## config.mk

```make
export PLATFORM = sky130hd
export DESIGN_NAME = ecap5_dwbmem_stream_loader
export DESIGN_NICKNAME = d
export VERILOG_FILES = /design/src/rtl/ecap5_dwbmem_stream_loader.sv
export SDC_FILE = /design/constraint.sdc
export NUM_CORES = 1
export LEC_CHECK = 0
export CAP_MARGIN = 20
export CORE_ASPECT_RATIO = 1.4
export CORE_MARGIN = 5
export CORE_UTILIZATION = 50
export CTS_CLUSTER_SIZE = 20
export DETAILED_ROUTE_END_ITERATION = 8
export MAX_ROUTING_LAYER = met4
export PLACE_DENSITY = 0.83
export SLEW_MARGIN = 40
export SYNTH_ARGS = -nofsm -noshare
export SYNTH_HDL_FRONTEND = slang
export SYNTH_SLANG_ARGS = --single-unit
```

## constraint.sdc

```tcl
create_clock -name clk_i -period 6 [get_ports clk_i]
set_input_delay 1.2 -clock clk_i [delete_from_list [all_inputs] [get_ports clk_i]]
set_output_delay 1.2 -clock clk_i [all_outputs]
set_load 0.01 [all_outputs]
```

## src/rtl/ecap5_dwbmem_stream_loader.sv

```systemverilog
// Byte-stream to Wishbone loader: packs bytes into LE words, writes to DWBMEM.
// Define ECAP5_DWBMEM_LOADER_CHECKSUM_EN to add checksum_o (sum of acked words).
//
// Ports:
//   clk_i, rst_i            clock, async active-high reset
//   start_i, abort_i        control; base_adr_i/word_count_i latched on start
//   busy_o, done_o, err_o   status (done one-cycle pulse, err sticky timeout)
//   s_data_i/s_valid_i/s_ready_o   byte stream sink
//   wb_*                    pipelined Wishbone write master
//   checksum_o              only with ECAP5_DWBMEM_LOADER_CHECKSUM_EN
module ecap5_dwbmem_stream_loader #(
  parameter int CNT_W       = 9,
  parameter int ACK_TIMEOUT = 16
) (
  input  logic             clk_i,
  input  logic             rst_i,
  input  logic             start_i,
  input  logic             abort_i,
  input  logic [31:0]      base_adr_i,
  input  logic [CNT_W:0]   word_count_i,
  output logic             busy_o,
  output logic             done_o,
  output logic             err_o,
  input  logic [7:0]       s_data_i,
  input  logic             s_valid_i,
  output logic             s_ready_o,
  output logic [31:0]      wb_adr_o,
  output logic [31:0]      wb_dat_o,
  input  logic [31:0]      wb_dat_i,
  output logic             wb_we_o,
  output logic [3:0]       wb_sel_o,
  output logic             wb_stb_o,
  input  logic             wb_ack_i,
  output logic             wb_cyc_o,
  input  logic             wb_stall_i
`ifdef ECAP5_DWBMEM_LOADER_CHECKSUM_EN
  ,
  output logic [31:0]      checksum_o
`endif
);

  typedef enum logic [2:0] {
    S_IDLE,
    S_COLLECT,
    S_REQ,
    S_WAIT_ACK,
    S_DONE
  } state_t;

  localparam int TO_W = (ACK_TIMEOUT > 2) ? $clog2(ACK_TIMEOUT) : 1;
  localparam logic [TO_W-1:0]  TO_ONE  = 1;
  localparam logic [TO_W-1:0]  TO_LAST = TO_W'(ACK_TIMEOUT - 1);
  localparam logic [CNT_W:0]   IDX_ONE = 1;

  state_t state_q, state_d;

  logic [31:0]     base_q;
  logic [CNT_W:0]  count_q;
  logic [CNT_W:0]  idx_q;
  logic [CNT_W:0]  idx_inc;
  logic [1:0]      lane_q;
  logic [31:0]     word_q;
  logic [TO_W-1:0] to_q;

  logic            busy_d, done_d, err_d, ready_d;
  logic            stb_d, cyc_d, we_d;
  logic [3:0]      sel_d;
  logic [31:0]     adr_d, dat_d;

  logic byte_fire;
  logic start_ok;
  logic ack_ok;
  logic to_hit;
  logic last_word;

  // Write-only master: read data bus has no consumer.
  logic unused_dat;
  assign unused_dat = ^wb_dat_i;

  assign byte_fire = s_ready_o & s_valid_i;
  assign start_ok  = (state_q == S_IDLE) & start_i & ~abort_i;
  assign ack_ok    = (state_q == S_WAIT_ACK) & wb_ack_i & ~abort_i;
  assign to_hit    = (to_q == TO_LAST);
  assign idx_inc   = idx_q + IDX_ONE;
  assign last_word = (idx_inc == count_q);

  // State register and registered outputs
  always_ff @(posedge clk_i or posedge rst_i) begin
    if (rst_i) begin
      state_q   <= S_IDLE;
      busy_o    <= 1'b0;
      done_o    <= 1'b0;
      err_o     <= 1'b0;
      s_ready_o <= 1'b0;
      wb_adr_o  <= '0;
      wb_dat_o  <= '0;
      wb_we_o   <= 1'b0;
      wb_sel_o  <= '0;
      wb_stb_o  <= 1'b0;
      wb_cyc_o  <= 1'b0;
    end else begin
      state_q   <= state_d;
      busy_o    <= busy_d;
      done_o    <= done_d;
      err_o     <= err_d;
      s_ready_o <= ready_d;
      wb_adr_o  <= adr_d;
      wb_dat_o  <= dat_d;
      wb_we_o   <= we_d;
      wb_sel_o  <= sel_d;
      wb_stb_o  <= stb_d;
      wb_cyc_o  <= cyc_d;
    end
  end

  // Next-state logic; abort overrides everything
  always_comb begin
    state_d = state_q;
    if (abort_i) begin
      state_d = S_IDLE;
    end else begin
      unique case (state_q)
        S_IDLE: begin
          if (start_i) begin
            if (word_count_i == '0)
              state_d = S_DONE;
            else
              state_d = S_COLLECT;
          end
        end
        S_COLLECT: begin
          if (byte_fire && lane_q == 2'd3)
            state_d = S_REQ;
        end
        S_REQ: begin
          if (!wb_stall_i)
            state_d = S_WAIT_ACK;
        end
        S_WAIT_ACK: begin
          if (wb_ack_i)
            state_d = last_word ? S_DONE : S_COLLECT;
          else if (to_hit)
            state_d = S_DONE;
        end
        S_DONE: begin
          state_d = S_IDLE;
        end
        default: begin
          state_d = S_IDLE;
        end
      endcase
    end
  end

  // Outputs are decoded from the next state so they land in flops
  always_comb begin
    busy_d  = (state_d == S_COLLECT) |
              (state_d == S_REQ) |
              (state_d == S_WAIT_ACK);
    done_d  = (state_d == S_DONE);
    ready_d = (state_d == S_COLLECT);
    stb_d   = (state_d == S_REQ);
    cyc_d   = (state_d == S_REQ) |
              (state_d == S_WAIT_ACK);
    we_d    = stb_d;
    sel_d   = stb_d ? 4'hF : 4'h0;
    adr_d   = wb_adr_o;
    dat_d   = wb_dat_o;
    err_d   = err_o;
    // Request word is built from the three stored bytes plus the
    // byte arriving this cycle, so stb rises right after the 4th byte.
    if (state_q == S_COLLECT && state_d == S_REQ) begin
      adr_d = base_q + 32'(idx_q);
      dat_d = {s_data_i, word_q[23:0]};
    end
    if (start_ok)
      err_d = 1'b0;
    if (state_q == S_WAIT_ACK && !abort_i &&
        !wb_ack_i && to_hit)
      err_d = 1'b1;
  end

  // Transfer datapath: latched config, byte lanes, index, timeout
  always_ff @(posedge clk_i or posedge rst_i) begin
    if (rst_i) begin
      base_q  <= '0;
      count_q <= '0;
      idx_q   <= '0;
      lane_q  <= '0;
      word_q  <= '0;
      to_q    <= '0;
    end else if (abort_i) begin
      lane_q  <= '0;
      word_q  <= '0;
    end else begin
      if (start_ok) begin
        base_q  <= base_adr_i;
        count_q <= word_count_i;
        idx_q   <= '0;
        lane_q  <= '0;
        word_q  <= '0;
      end
      if (byte_fire) begin
        word_q[{lane_q, 3'b000} +: 8] <= s_data_i;
        lane_q <= lane_q + 2'd1;
      end
      if (state_q == S_REQ && !wb_stall_i)
        to_q <= '0;
      if (state_q == S_WAIT_ACK) begin
        if (wb_ack_i)
          idx_q <= idx_inc;
        else
          to_q <= to_q + TO_ONE;
      end
    end
  end

`ifdef ECAP5_DWBMEM_LOADER_CHECKSUM_EN
  // Running sum of acknowledged words; survives abort
  always_ff @(posedge clk_i or posedge rst_i) begin
    if (rst_i)
      checksum_o <= '0;
    else if (start_ok)
      checksum_o <= '0;
    else if (ack_ok)
      checksum_o <= checksum_o + wb_dat_o;
  end
`else
  logic unused_ack_ok;
  assign unused_ack_ok = ack_ok;
`endif

endmodule

```

### After elaboration in Yosys (flattened, before gate mapping)

Index checks and enable logic that the tools add are counted.

* bits in latches: 0
* bits in writable memories: 0
* input bits: 89
* memories: 0
* register bits after elaboration: 167
* output and inout port bits: 75
* ROM bits: 0

* div/mod/pow operators: 0
* bitwise logic cells: 7
* reduce and logical (&&, ||, !) cells: 14
* shift operators: 2
* equality and inequality tests: 10
* $lt $le $gt $ge: 0
* $mul: 0
* add/subtract/negate cells: 5
* multiplexer cells: 26

Operators with widths (number)
* 32-bit two-way mux: 4
* 32-bit by 10-bit adder with 32-bit output: 1
* 32-bit bitwise mux: 1
* 8-bit by 7-bit variable shift with 32-bit output (first input constant): 1
* 8-bit by 7-bit indexed part select with 32-bit output: 1
* 10-bit two-way mux: 3
* 3-bit two-way mux: 8
* 4-bit two-way mux: 4
* 3-bit by 2-bit equality test with 1-bit output (second input constant): 4
* 3-bit case mux with 4 select lines: 1
* 10-bit by 1-bit adder with 10-bit output (second input constant): 1
* 10-bit equality test: 1
* 10-bit zero test: 1
* 5-bit negator with 7-bit output: 1
* 3-bit by 1-bit equality test with 1-bit output (second input constant): 2
* 1-bit logical AND: 6
* 2-bit two-way mux: 3
* 4-bit by 1-bit adder with 4-bit output (second input constant): 1
* 4-bit equality test (second input constant): 1
* 1-bit AND: 3
* 3-bit equality test (second input constant): 1
* 1-bit zero test: 3
* 3-bit zero test: 1
* 1-bit bitwise OR: 3
* other kinds (7): 8

### Depth between registers and ports, before layout

* depth after elaboration: 9
* gate-level depth with buffers: 9
* mapped depth without buffers: 9

### Worst setup path after synthesis

No wires, ideal clock.

* path type: input to register
* from: input abort_i
* to: register wb_adr_o[29]
* arrival: 2769 ps
* data required time: 5934 ps
* setup slack: 3165 ps
* library setup time: 66 ps
* cell stages on the path: 8
* cells stage by stage: buf_6 -> or2_1 -> buf_6 -> or3_1 -> buf_2 -> or3_1 -> mux2_2 -> nand2_1

* word-level cells in the longest chain between the ends: 3

RTL lines
* start: declaration: RTL line 18 `input logic abort_i,`
* 3-bit two-way mux: RTL line 119 `if (abort_i) begin`
* 3-bit by 2-bit equality test with 1-bit output: RTL line 172 `if (state_q == S_COLLECT && state_d == S_REQ) begin`
* 1-bit logical AND: RTL line 172
* end signal: assignment: RTL line 107 `wb_adr_o <= adr_d;`
* end: declaration: RTL line 27 `output logic [31:0] wb_adr_o,`

No other way between the ends.
A chain may end at the register's enable or synchronous reset.

### Worst setup path in the final report

* from: input abort_i
* to: register wb_adr_o[17]

The elaborated chain is that of the path after synthesis.

==> metrics.cfg <==
[outcome]
status=finished, final reports clean

[logic_synthesis]
yosysTopAreaCellShare_pct=52.4
synth_edf_count=0
ys_ff_latch=155
synth_area_leader_cell=dfrtp_1
ys_seq_area_share_pct=52.4
syn_inst=731
syn_nets=838
async_flop_share_pct=100
yosys_most_used_dff=dfrtp_1
avgSynthCellArea_um2=10.1
synth_area_um2=7400
ys_warn_count=0
synth_cell_types=52
synth.area.top_cells=dfrtp_1 (52%), nand2_1 (8.3%), mux2_2 (6.7%)

[worst_hold_path]
holdPathEnd=wb_dat_o[9]
hp-class=reg -> reg
hold_start=wb_dat_o[9]
hold_depth=2

[timing]
max_slew_margin_pct=46.9
grt_setup_unrepaired=false
setup_tns_ns=0
fin_crit_sh_pct=60.5
maxSlewViolCount=0
fmax_mhz=276
hold_viol=0
min_period_ns=3.63
skew_ns=0.00915
setup_violations=0
worst_pin_slew_ns=0.794

[place]
place_area_um2=8860
port_buffers=131
dpl.hpwl_mm=12.8
place_inst=1022
gp_congestion=0.917

[cells_and_area]
fill_cells=1102
final_nets=959
layout_commonest_cell=nand2_1
final_cell_mix=nand2_1 (164), dfrtp_1 (155), clkdlybuf4s50_1 (131), o21ai_0 (50), mux2_2 (44)
stdcell_count=1054
n_antenna_cell=0
fin_area_um2=9460
syn2layout_area_growth_pct=27.8
drive_gt1_share_pct=10.6
fin_util_pct=65.2

[floorplan]
die_area_um2=17400
io_pins=164
coreArea_um2=14500
start_util_pct=51.0
num_rows=52
die_h_um=154
fp.dieW_um=113

[grt]
grt_pass1_vias=5984
grt_first_pass_wirelength_mm=29.7
globalRouteTotalUtil_pct=21.8
grt_overflow=0
antenna_found_initial=0
grt_max_degree=119

[clocking]
tritoncts=yes
numCtsBuffers=17
clockBufferDepth=2
clkTransAtPathRegs_ns=0.07
htree_levels=4
insertion_delay_ns=0.43
clkSinkCount=155
postCtsSetupBuffers=0
root_buffer=clkbuf_16
postCtsHoldBufs=0
postCtsResizedCells=0

[power_and_ir_drop]
p_leak_nw=4.19
p_int_mw=1.80
p_switching_mw=0.681
ir_drop_v=0.000181
p_clk_share_pct=42.3
combPwrFrac_pct=10.5
power_density_nw_per_um2=263
pwr-share-seq_pct=47.2
power.share.switching_pct=27.4

[critical_path]
rr_worst_depth=9
timing.rr.start=idx_q[0]
rr_endpoint=wb_adr_o[26]
endpoint_kind=register
cp.required_ns=6.31
r2r_setup_slack_ns=3.28
critPathKind=in -> reg
startpoint_type=primary input
crit_arrival_ns=3.94
cp_max_fo=53

[routing]
drt-wirelength-per-cell_um=16.8
avgViaCountPerCell=5.62
ant_nets=0
dr.pass1.iters=5
drt_iter0_markers=298
totalWireLength_mm=17.7
vias=5927
route.detailed.drc=0

[run]
maxCapViolCount=0

## synth_stat cells, types with 2 or more instances
library cell	count
a21oi_1	32
a31oi_1	5
nor2_1	27
nand3_1	19
nand3b_1	3
nor3b_1	5
nand4_1	7
o211ai_1	6
nor4b_1	2
o31ai_1	10
or3_1	4
mux2_2	44
and2_1	4
o2111ai_1	3
clkbuf_1	19
nor3_1	9
and3_1	9
ha_1	17
and4_1	6
inv_1	10
buf_6	2
buf_2	10
nor2b_1	3
xnor2_1	15
a22o_1	25
a221o_1	2
xor2_1	18
a21o_1	4
nand2b_1	3
nor4_1	3
mux2i_1	2
buf_4	5
nand2_1	164
a211oi_1	7
dfrtp_1	155
or2_2	2
a21boi_0	2
o21a_1	5
o21ai_0	50
## area by class of cell
type | instances | area (um^2) | area share [%]
multi-input combinational | 529 | 3320 | 35.2
sequential | 155 | 3880 | 41.0
inverter | 10 | 50.0 | 0.529
clock buffer | 17 | 425 | 4.50
tap | 189 | 236 | 2.50
clock inverter | 15 | 169 | 1.79
timing repair buffer | 139 | 1370 | 14.5
## worst max-delay path by stage
| stage | depth (start not counted) | slack (ns) | endpoint | start |
|---|---|---|---|---|
| after global placement | 6 | 1.68 | wb_adr_o[17] | abort_i |
| after detailed placement | 6 | 1.96 | wb_adr_o[17] | abort_i |
| final | 6 | 2.37 | wb_adr_o[17] | abort_i |
| after global routing | 6 | 2.28 | wb_adr_o[17] | abort_i |
| after floorplan | 1 | 0.62 | base_q[0] | rst_i |
| after CTS | 6 | 2.39 | wb_adr_o[17] | abort_i |
## logic make-up after synthesis
| kind of cell | after synthesis | synth area share, % |
|---|---|---|
| multiplexers | 46 | 6.97 |
| buffers and inverters | 47 | 3.01 |
| AND/OR/NAND/NOR | 275 | 16.8 |
| adder cells (fa/ha/maj) | 18 | 3.15 |
| AO/OA/AOI/OAI | 157 | 13.7 |
| flip-flops | 155 | 52.4 |
| XOR/XNOR | 33 | 3.91 |
## stage by stage
step                power [mW]  hold WS [ns]  setup WS (ns)
finish                    2.48         0.473           2.37
global route              2.59         0.504           2.28
CTS                       2.50         0.478           2.39
detailed placement        1.45         0.462           1.96
global placement          1.44         0.455           1.68
floorplan                 1.35         0.439          0.622
## flip-flops by register name, indices dropped and copies added, names as in the netlist, 2 cells and up
name	flops
base_q	32
wb_adr_o	32
wb_dat_o	32
word_q	24
count_q	10
idx_q	10
to_q	4
state_q	3
lane_q	2
## power groups by stage
stage / clock [mW] / sequential [mW] / combinational [mW]
2_1_floorplan: 0 / 1.17 / 0.177
3_3_place_gp: 0 / 1.19 / 0.251
3_5_place_dp: 0 / 1.19 / 0.259
4_1_cts: 1.06 / 1.17 / 0.264
5_1_grt: 1.12 / 1.18 / 0.291
6_report: 1.05 / 1.17 / 0.261
## metal layers
layer,wire (um),up-vias,global-route usage (%)
met2,9520,187,37.2
met4,296,0,7.04
met5,0,-,-
met3,893,28,3.62
met1,7010,2886,26.2
li1,-,2826,-
## worst max-delay path: stages
cell and delay, ns:
clkdlybuf4s50_1 0.82, or2_1 0.52, or3_4 0.65, buf_4 0.33, o31a_1 0.30, o21a_1 0.10
No activity file was read; power rests on OpenSTA's default activity.
